==> config.mk <==
export PLATFORM = sky130hd
export DESIGN_NAME = muldiv_unit
export DESIGN_NICKNAME = d
export VERILOG_FILES = /design/src/rtl/muldiv_unit_pkg.sv /design/src/rtl/muldiv_unit_divstep.sv /design/src/rtl/muldiv_unit.sv
export SDC_FILE = /design/constraint.sdc
export NUM_CORES = 1
export LEC_CHECK = 0
export BUFFER_PORTS_ARGS = -buffer_cell sky130_fd_sc_hd__buf_2
export CAP_MARGIN = 10
export CORE_ASPECT_RATIO = 1.75
export CORE_MARGIN = 3
export CORE_UTILIZATION = 53
export DETAILED_ROUTE_END_ITERATION = 10
export GPL_TIMING_DRIVEN = 0
export PLACE_DENSITY_LB_ADDON = 0.1
export SYNTH_ARGS = -nofsm -noshare
export SYNTH_HDL_FRONTEND = slang
export SYNTH_SLANG_ARGS = --single-unit
==> constraint.sdc <==
create_clock -name clock -period 3.3 [get_ports clock]
set_input_delay 0.66 -clock clock [delete_from_list [all_inputs] [get_ports clock]]
set_output_delay 0.66 -clock clock [all_outputs]
set_load 0.005 [all_outputs]
==> src/rtl/muldiv_unit_pkg.sv <==
// Shared function codes and engine state encoding for the multiply/divide unit.
package muldiv_unit_pkg;

    localparam logic [5:0] SPECIAL_MTHI  = 6'h11;
    localparam logic [5:0] SPECIAL_MTLO  = 6'h13;
    localparam logic [5:0] SPECIAL_MULT  = 6'h18;
    localparam logic [5:0] SPECIAL_MULTU = 6'h19;
    localparam logic [5:0] SPECIAL_DIV   = 6'h1A;
    localparam logic [5:0] SPECIAL_DIVU  = 6'h1B;

    typedef enum logic [1:0] {
        MD_IDLE,
        MD_MUL,
        MD_DIV,
        MD_FIX
    } md_state_e;

    function automatic logic is_signed_op(input logic [5:0] op);
        return (op == SPECIAL_MULT) || (op == SPECIAL_DIV);
    endfunction

endpackage

==> src/rtl/muldiv_unit_divstep.sv <==
// Combinational restoring-division step: shift in one dividend bit, trial-subtract the divisor.
module muldiv_unit_divstep #(
    parameter int WIDTH = 32
) (
    input  logic [WIDTH-1:0] rem_in,
    input  logic [WIDTH-1:0] divisor,
    input  logic             next_bit,
    output logic [WIDTH-1:0] rem_out,
    output logic             q_bit
);

    logic [WIDTH:0] shifted;

    assign shifted = {rem_in, next_bit};
    assign q_bit   = (shifted >= {1'b0, divisor});
    // The true difference is below the divisor, so modulo-2^WIDTH subtraction is exact.
    assign rem_out = q_bit ? (shifted[WIDTH-1:0] - divisor) : shifted[WIDTH-1:0];

endmodule

==> src/rtl/muldiv_unit.sv <==
// Multi-cycle multiply/divide engine owning HI/LO.
// Define MULDIV_FAST_MUL_EN for a single-cycle multiplier in place of the shift-add loop.
module muldiv_unit
    import muldiv_unit_pkg::*;
#(
    parameter int WIDTH = 32,
    parameter int CNT_W = $clog2(WIDTH) + 1
) (
    input  logic             clock,
    input  logic             reset,
    input  logic             w_start,
    input  logic [5:0]       w_op_code_6,
    input  logic [WIDTH-1:0] w_input1_x,
    input  logic [WIDTH-1:0] w_input2_x,
    output logic             w_busy,
    output logic             w_done,
    output logic             w_div_zero,
    output logic [WIDTH-1:0] w_hi_x,
    output logic [WIDTH-1:0] w_lo_x
);

    localparam int W2 = 2 * WIDTH;
    localparam logic [WIDTH-1:0] ONE_W  = WIDTH'(1);
    localparam logic [W2-1:0]    ONE_W2 = W2'(1);
    localparam logic [CNT_W-1:0] LAST   = CNT_W'(WIDTH - 1);

    md_state_e        state_q, state_d;
    logic [CNT_W-1:0] cnt_q, cnt_d;
    logic [W2-1:0]    acc_q, acc_d;
    logic [WIDTH-1:0] b_q, b_d;
    logic [WIDTH-1:0] hi_q, hi_d;
    logic [WIDTH-1:0] lo_q, lo_d;
    logic             neg_q, neg_d;
    logic             rem_neg_q, rem_neg_d;
    logic             is_mul_q, is_mul_d;
    logic             done_q, done_d;
    logic             dz_q, dz_d;

    logic             a_neg, b_neg;
    logic [WIDTH-1:0] a_mag, b_mag;
    logic [WIDTH-1:0] ds_rem;
    logic             ds_q;
    logic [W2-1:0]    acc_neg;
    logic [WIDTH-1:0] hi_neg, lo_neg;
    logic [W2-1:0]    mul_next;

    assign a_neg = is_signed_op(w_op_code_6) & w_input1_x[WIDTH-1];
    assign b_neg = is_signed_op(w_op_code_6) & w_input2_x[WIDTH-1];
    assign a_mag = a_neg ? (~w_input1_x + ONE_W) : w_input1_x;
    assign b_mag = b_neg ? (~w_input2_x + ONE_W) : w_input2_x;

    assign acc_neg = ~acc_q + ONE_W2;
    assign hi_neg  = ~acc_q[W2-1:WIDTH] + ONE_W;
    assign lo_neg  = ~acc_q[WIDTH-1:0] + ONE_W;

    // Division keeps the partial remainder in the upper half and shifts quotient bits into the lower half.
    muldiv_unit_divstep #(.WIDTH(WIDTH)) u_divstep (
        .rem_in   (acc_q[W2-1:WIDTH]),
        .divisor  (b_q),
        .next_bit (acc_q[WIDTH-1]),
        .rem_out  (ds_rem),
        .q_bit    (ds_q)
    );

`ifdef MULDIV_FAST_MUL_EN
    assign mul_next = W2'(acc_q[WIDTH-1:0]) * W2'(b_q);
`else
    logic [WIDTH:0] mul_sum;
    assign mul_sum  = {1'b0, acc_q[W2-1:WIDTH]} + (acc_q[0] ? {1'b0, b_q} : {(WIDTH+1){1'b0}});
    assign mul_next = {mul_sum, acc_q[WIDTH-1:1]};
`endif

    always_comb begin
        state_d   = state_q;
        cnt_d     = cnt_q;
        acc_d     = acc_q;
        b_d       = b_q;
        hi_d      = hi_q;
        lo_d      = lo_q;
        neg_d     = neg_q;
        rem_neg_d = rem_neg_q;
        is_mul_d  = is_mul_q;
        dz_d      = dz_q;
        done_d    = 1'b0;

        unique case (state_q)
            MD_IDLE: begin
                if (w_start) begin
                    case (w_op_code_6)
                        SPECIAL_MTHI: begin
                            hi_d   = w_input1_x;
                            done_d = 1'b1;
                        end
                        SPECIAL_MTLO: begin
                            lo_d   = w_input1_x;
                            done_d = 1'b1;
                        end
                        SPECIAL_MULT, SPECIAL_MULTU: begin
                            acc_d     = {{WIDTH{1'b0}}, b_mag};
                            b_d       = a_mag;
                            neg_d     = a_neg ^ b_neg;
                            rem_neg_d = 1'b0;
                            is_mul_d  = 1'b1;
                            cnt_d     = '0;
                            dz_d      = 1'b0;
                            state_d   = MD_MUL;
                        end
                        SPECIAL_DIV, SPECIAL_DIVU: begin
                            is_mul_d = 1'b0;
                            cnt_d    = '0;
                            if (w_input2_x == '0) begin
                                acc_d     = {w_input1_x, {WIDTH{1'b1}}};
                                neg_d     = 1'b0;
                                rem_neg_d = 1'b0;
                                dz_d      = 1'b1;
                                state_d   = MD_FIX;
                            end else begin
                                acc_d     = {{WIDTH{1'b0}}, a_mag};
                                b_d       = b_mag;
                                neg_d     = a_neg ^ b_neg;
                                rem_neg_d = a_neg;
                                dz_d      = 1'b0;
                                state_d   = MD_DIV;
                            end
                        end
                        default: ;
                    endcase
                end
            end
            MD_MUL: begin
                acc_d = mul_next;
`ifdef MULDIV_FAST_MUL_EN
                state_d = MD_FIX;
`else
                cnt_d = cnt_q + CNT_W'(1);
                if (cnt_q == LAST) state_d = MD_FIX;
`endif
            end
            MD_DIV: begin
                acc_d = {ds_rem, acc_q[WIDTH-2:0], ds_q};
                cnt_d = cnt_q + CNT_W'(1);
                if (cnt_q == LAST) state_d = MD_FIX;
            end
            MD_FIX: begin
                if (is_mul_q) begin
                    hi_d = neg_q ? acc_neg[W2-1:WIDTH] : acc_q[W2-1:WIDTH];
                    lo_d = neg_q ? acc_neg[WIDTH-1:0]  : acc_q[WIDTH-1:0];
                end else begin
                    hi_d = rem_neg_q ? hi_neg : acc_q[W2-1:WIDTH];
                    lo_d = neg_q     ? lo_neg : acc_q[WIDTH-1:0];
                end
                done_d  = 1'b1;
                cnt_d   = '0;
                state_d = MD_IDLE;
            end
            default: state_d = MD_IDLE;
        endcase
    end

    always_ff @(posedge clock) begin
        if (reset) begin
            state_q   <= MD_IDLE;
            cnt_q     <= '0;
            acc_q     <= '0;
            b_q       <= '0;
            hi_q      <= '0;
            lo_q      <= '0;
            neg_q     <= 1'b0;
            rem_neg_q <= 1'b0;
            is_mul_q  <= 1'b0;
            done_q    <= 1'b0;
            dz_q      <= 1'b0;
        end else begin
            state_q   <= state_d;
            cnt_q     <= cnt_d;
            acc_q     <= acc_d;
            b_q       <= b_d;
            hi_q      <= hi_d;
            lo_q      <= lo_d;
            neg_q     <= neg_d;
            rem_neg_q <= rem_neg_d;
            is_mul_q  <= is_mul_d;
            done_q    <= done_d;
            dz_q      <= dz_d;
        end
    end

    assign w_busy     = (state_q != MD_IDLE);
    assign w_done     = done_q;
    assign w_div_zero = dz_q;
    assign w_hi_x     = hi_q;
    assign w_lo_x     = lo_q;

endmodule
==> run summary <==
status - finished, violations left
failing checks - setup timing
FP Rows - 82
clk sinks - 173
share of the synthesized area in the top cell type - 0.2227
slowest CP cell - a22oi_1
Yosys warning count - 0
clk_skew - 17.73 ps
Int Pwr - 0.006722 W
Port Buffers - 132
WL final - 77.94 mm
P&R area growth vs syn - 17.33%
initial antenna violation count - 2
Startpoint Class - primary input
worst vdd ir - 0.7228 mV
Max Cap Viol - 0
DIE HEIGHT - 232.6 um
number of global-route vias before repair - 17,910
via count - 18,920
fin. max-slew vios - 0
Filler cells - 2,737
most common flop cell mapped by yosys - dfxtp_1
Final Setup Violations - 1
gpl congestion - 1.136
Synth cell types - 87
Tmin final - 3330 ps
worst hold path cell count - 1
P_sw - 0.007428 W
Seq cells post-synth - 173
critical path depth - 9
GRT Resource Usage Total - 0.4856
CP arrival - 3730 ps
Worst-Skew Late Latency - 470 ps
Comb power frac - 0.656
most common cell after layout, fill and taps aside - nand2_1
io pins - 140
Final Cycle Share - 1.009
Top delay family on crit path - simple AND/OR/NAND/NOR gates
Syn Inst Count - 2,203
DRC - 0
synth top area cells - dfxtp_1, a21oi_1, nand2_1
setup TNS - -29.73 ps
critical path required time - 3700 ps
Hold/Removal Path Class - register to register
worst slew pin tran - 1054 ps
die width - 135.5 um
die area - 31,520 um^2
GR Overflow Total - 0
first-pass GRT wire length - 114.3 mm
post-synthesis area per instance - 7.061 um^2
CP bufs+invs - 2
Layout Nets - 2,508
DR WL/cell - 28.32 um
Setup WS post-layout - -29.73 ps
Starting Density - 0.5395
DP Area - 16,690 um^2
Max clock buf depth - 2
initial DRC count - 2,560
Root Driver - clkbuf_16
Multi-input gate area - 11,870 um^2
Crit Path Category - primary input to register
Num CTS Buffers - 17
CP Max Fanout - 10
largest net degree at the start of global routing - 19
share of post-route cells with drive strength above 1 - 0.1656
Final HPWL DP - 60.85 mm
Netlist Area Pre-Place - 15,550 um^2
sequential cell area - 3530 um^2
commonest cells after routing, fill and taps aside - nand2_1, nor2_1, a21oi_1
core area - 28,830 um^2
clock power share - 0.145
Setup crit end kind - register
Max H-tree Level - 4
Max Freq - 300.3 MHz
fraction of registers with async set or reset after synthesis - 0
CTS tree - done
Sequential Power Share - 0.200
Routed Antenna Nets - 0
max incr delay on CP - 780 ps
register area share after synthesis - 0.2227
largest area contributor in the netlist - dfxtp_1
Post-synth EDFFs - 0
unrepaired setup endpoints after global routing - true
syn_nets - 2,351
Non-Filler Instances - 2,752
dpl cells - 2,713
Hold Violations, Final - 0
LEAKAGE - 7.247 nW
switching share of power - 0.5249
Worst-path clk slew - 70 ps
Slew HR - 0.2972
PwrDens - 775.3 nW/um^2
crit-path cells - buf_2, or4_1, or3_4, nor4_4, a21oi_1, clkbuf_1, a22oi_1, o21ai_0, nand2_1
drt pass-1 iters - 7
post-route cell area - 18,250 um^2
R2R depth - 12
Vias/cell - 6.874
sequential cells by signal (all words and copies together), names as in the netlist:
signal / cells
cnt_q: 6
w_lo_x: 32
w_hi_x: 32
w_done: 1
w_div_zero: 1
rem_neg_q: 1
acc_q: 64
state_q: 2
neg_q: 1
b_q: 32
is_mul_q: 1
synth_stat cells, types with 49 or more instances:
cell	instances
clkbuf_1	140
xnor2_1	80
inv_1	67
nand2_1	274
a211oi_1	66
nor2_1	257
nand3_1	49
ha_1	73
dfxtp_1	173
xor2_1	97
a21oi_1	243
o21ai_0	92
routing by layer:
metal  vias to the layer above  share of wire  routed length [um]  GRT usage
li1                       8290              -                   -          -
met5                         -        0.00054                  42          0
met1                      8679           0.33               25550     0.5204
met4                         2           0.14               10560     0.4748
met3                       524           0.11                8646     0.1523
met2                      1423           0.43               33140     0.7368
power by group through the flow:
stage          Clock (W)  Combinational (W)  Sequential [W]
6_report         0.00204            0.00928         0.00282
3_5_place_dp           0            0.00768         0.00279
2_1_floorplan          0            0.00533         0.00261
3_3_place_gp           0            0.00760         0.00277
5_1_grt          0.00211            0.00977         0.00282
4_1_cts          0.00202            0.00825         0.00275
kinds of logic (layout without fill, tap and decap cells):
| logic type | after synthesis | in the layout | synth area share |
|---|---|---|---|
| fa+ha+maj | 75 | 75 | 0.06129 |
| mux | 27 | 27 | 0.01826 |
| buf+inv | 244 | 414 | 0.06427 |
| xor+xnor | 177 | 177 | 0.09966 |
| compound gates | 718 | 718 | 0.3016 |
| other cells | 0 | 1 | 0 |
| simple gates | 789 | 789 | 0.2323 |
| flops | 173 | 173 | 0.2227 |
repair_timing:
action / 4_1_cts / 5_1_grt
pin swaps: 6 / 24
gates resized for setup: 75 / 150
hold buffers: 0 / 0
gates cloned: 0 / 0
endpoints found under the setup margin: 74 / 90
setup buffers: 6 / 12
stage by stage:
step / setup slack (ps) / util / hold slack, ps / power, W
floorplan: 62.02 / - / 431.9 / 0.007936
global placement: -1163 / 0.5789 / 431.9 / 0.01037
detailed placement: -1179 / 0.5789 / 435.2 / 0.01047
CTS: -35.68 / 0.6095 / 454.0 / 0.01302
global route: -56.85 / 0.6330 / 465.3 / 0.01470
finish: -29.73 / 0.6331 / 450.8 / 0.01415
layout make-up:
type,count,share of cell area
multi-input combinational,1786,0.6503
tap,378,0.02591
buffer,164,0.04004
clock inverter,15,0.007952
timing repair buffer,150,0.04449
inverter,68,0.01446
sequential,173,0.1934
clock buffer,17,0.02331
antenna,1,0.0001371
path summary, 6_finish.rpt:
check,start,end,slack [ps]
setup / recovery,w_input2_x[9],acc_q[28],-30
hold / removal,w_hi_x[15],w_hi_x[15],450
setup reg to reg,b_q[5],acc_q[44],40
hold reg to reg,w_hi_x[15],w_hi_x[15],450
worst register-to-register path: stages (launching register included):
cell	delay [ps]
dfxtp_4	410
inv_1	90
ha_2	380
and3_4	200
nand2_1	150
nor4_1	290
a31o_2	280
nor4_4	70
buf_6	140
buf_4	180
o31ai_1	430
a221oi_1	160
a2111oi_0	370
(Power assumes the default switching activity.)
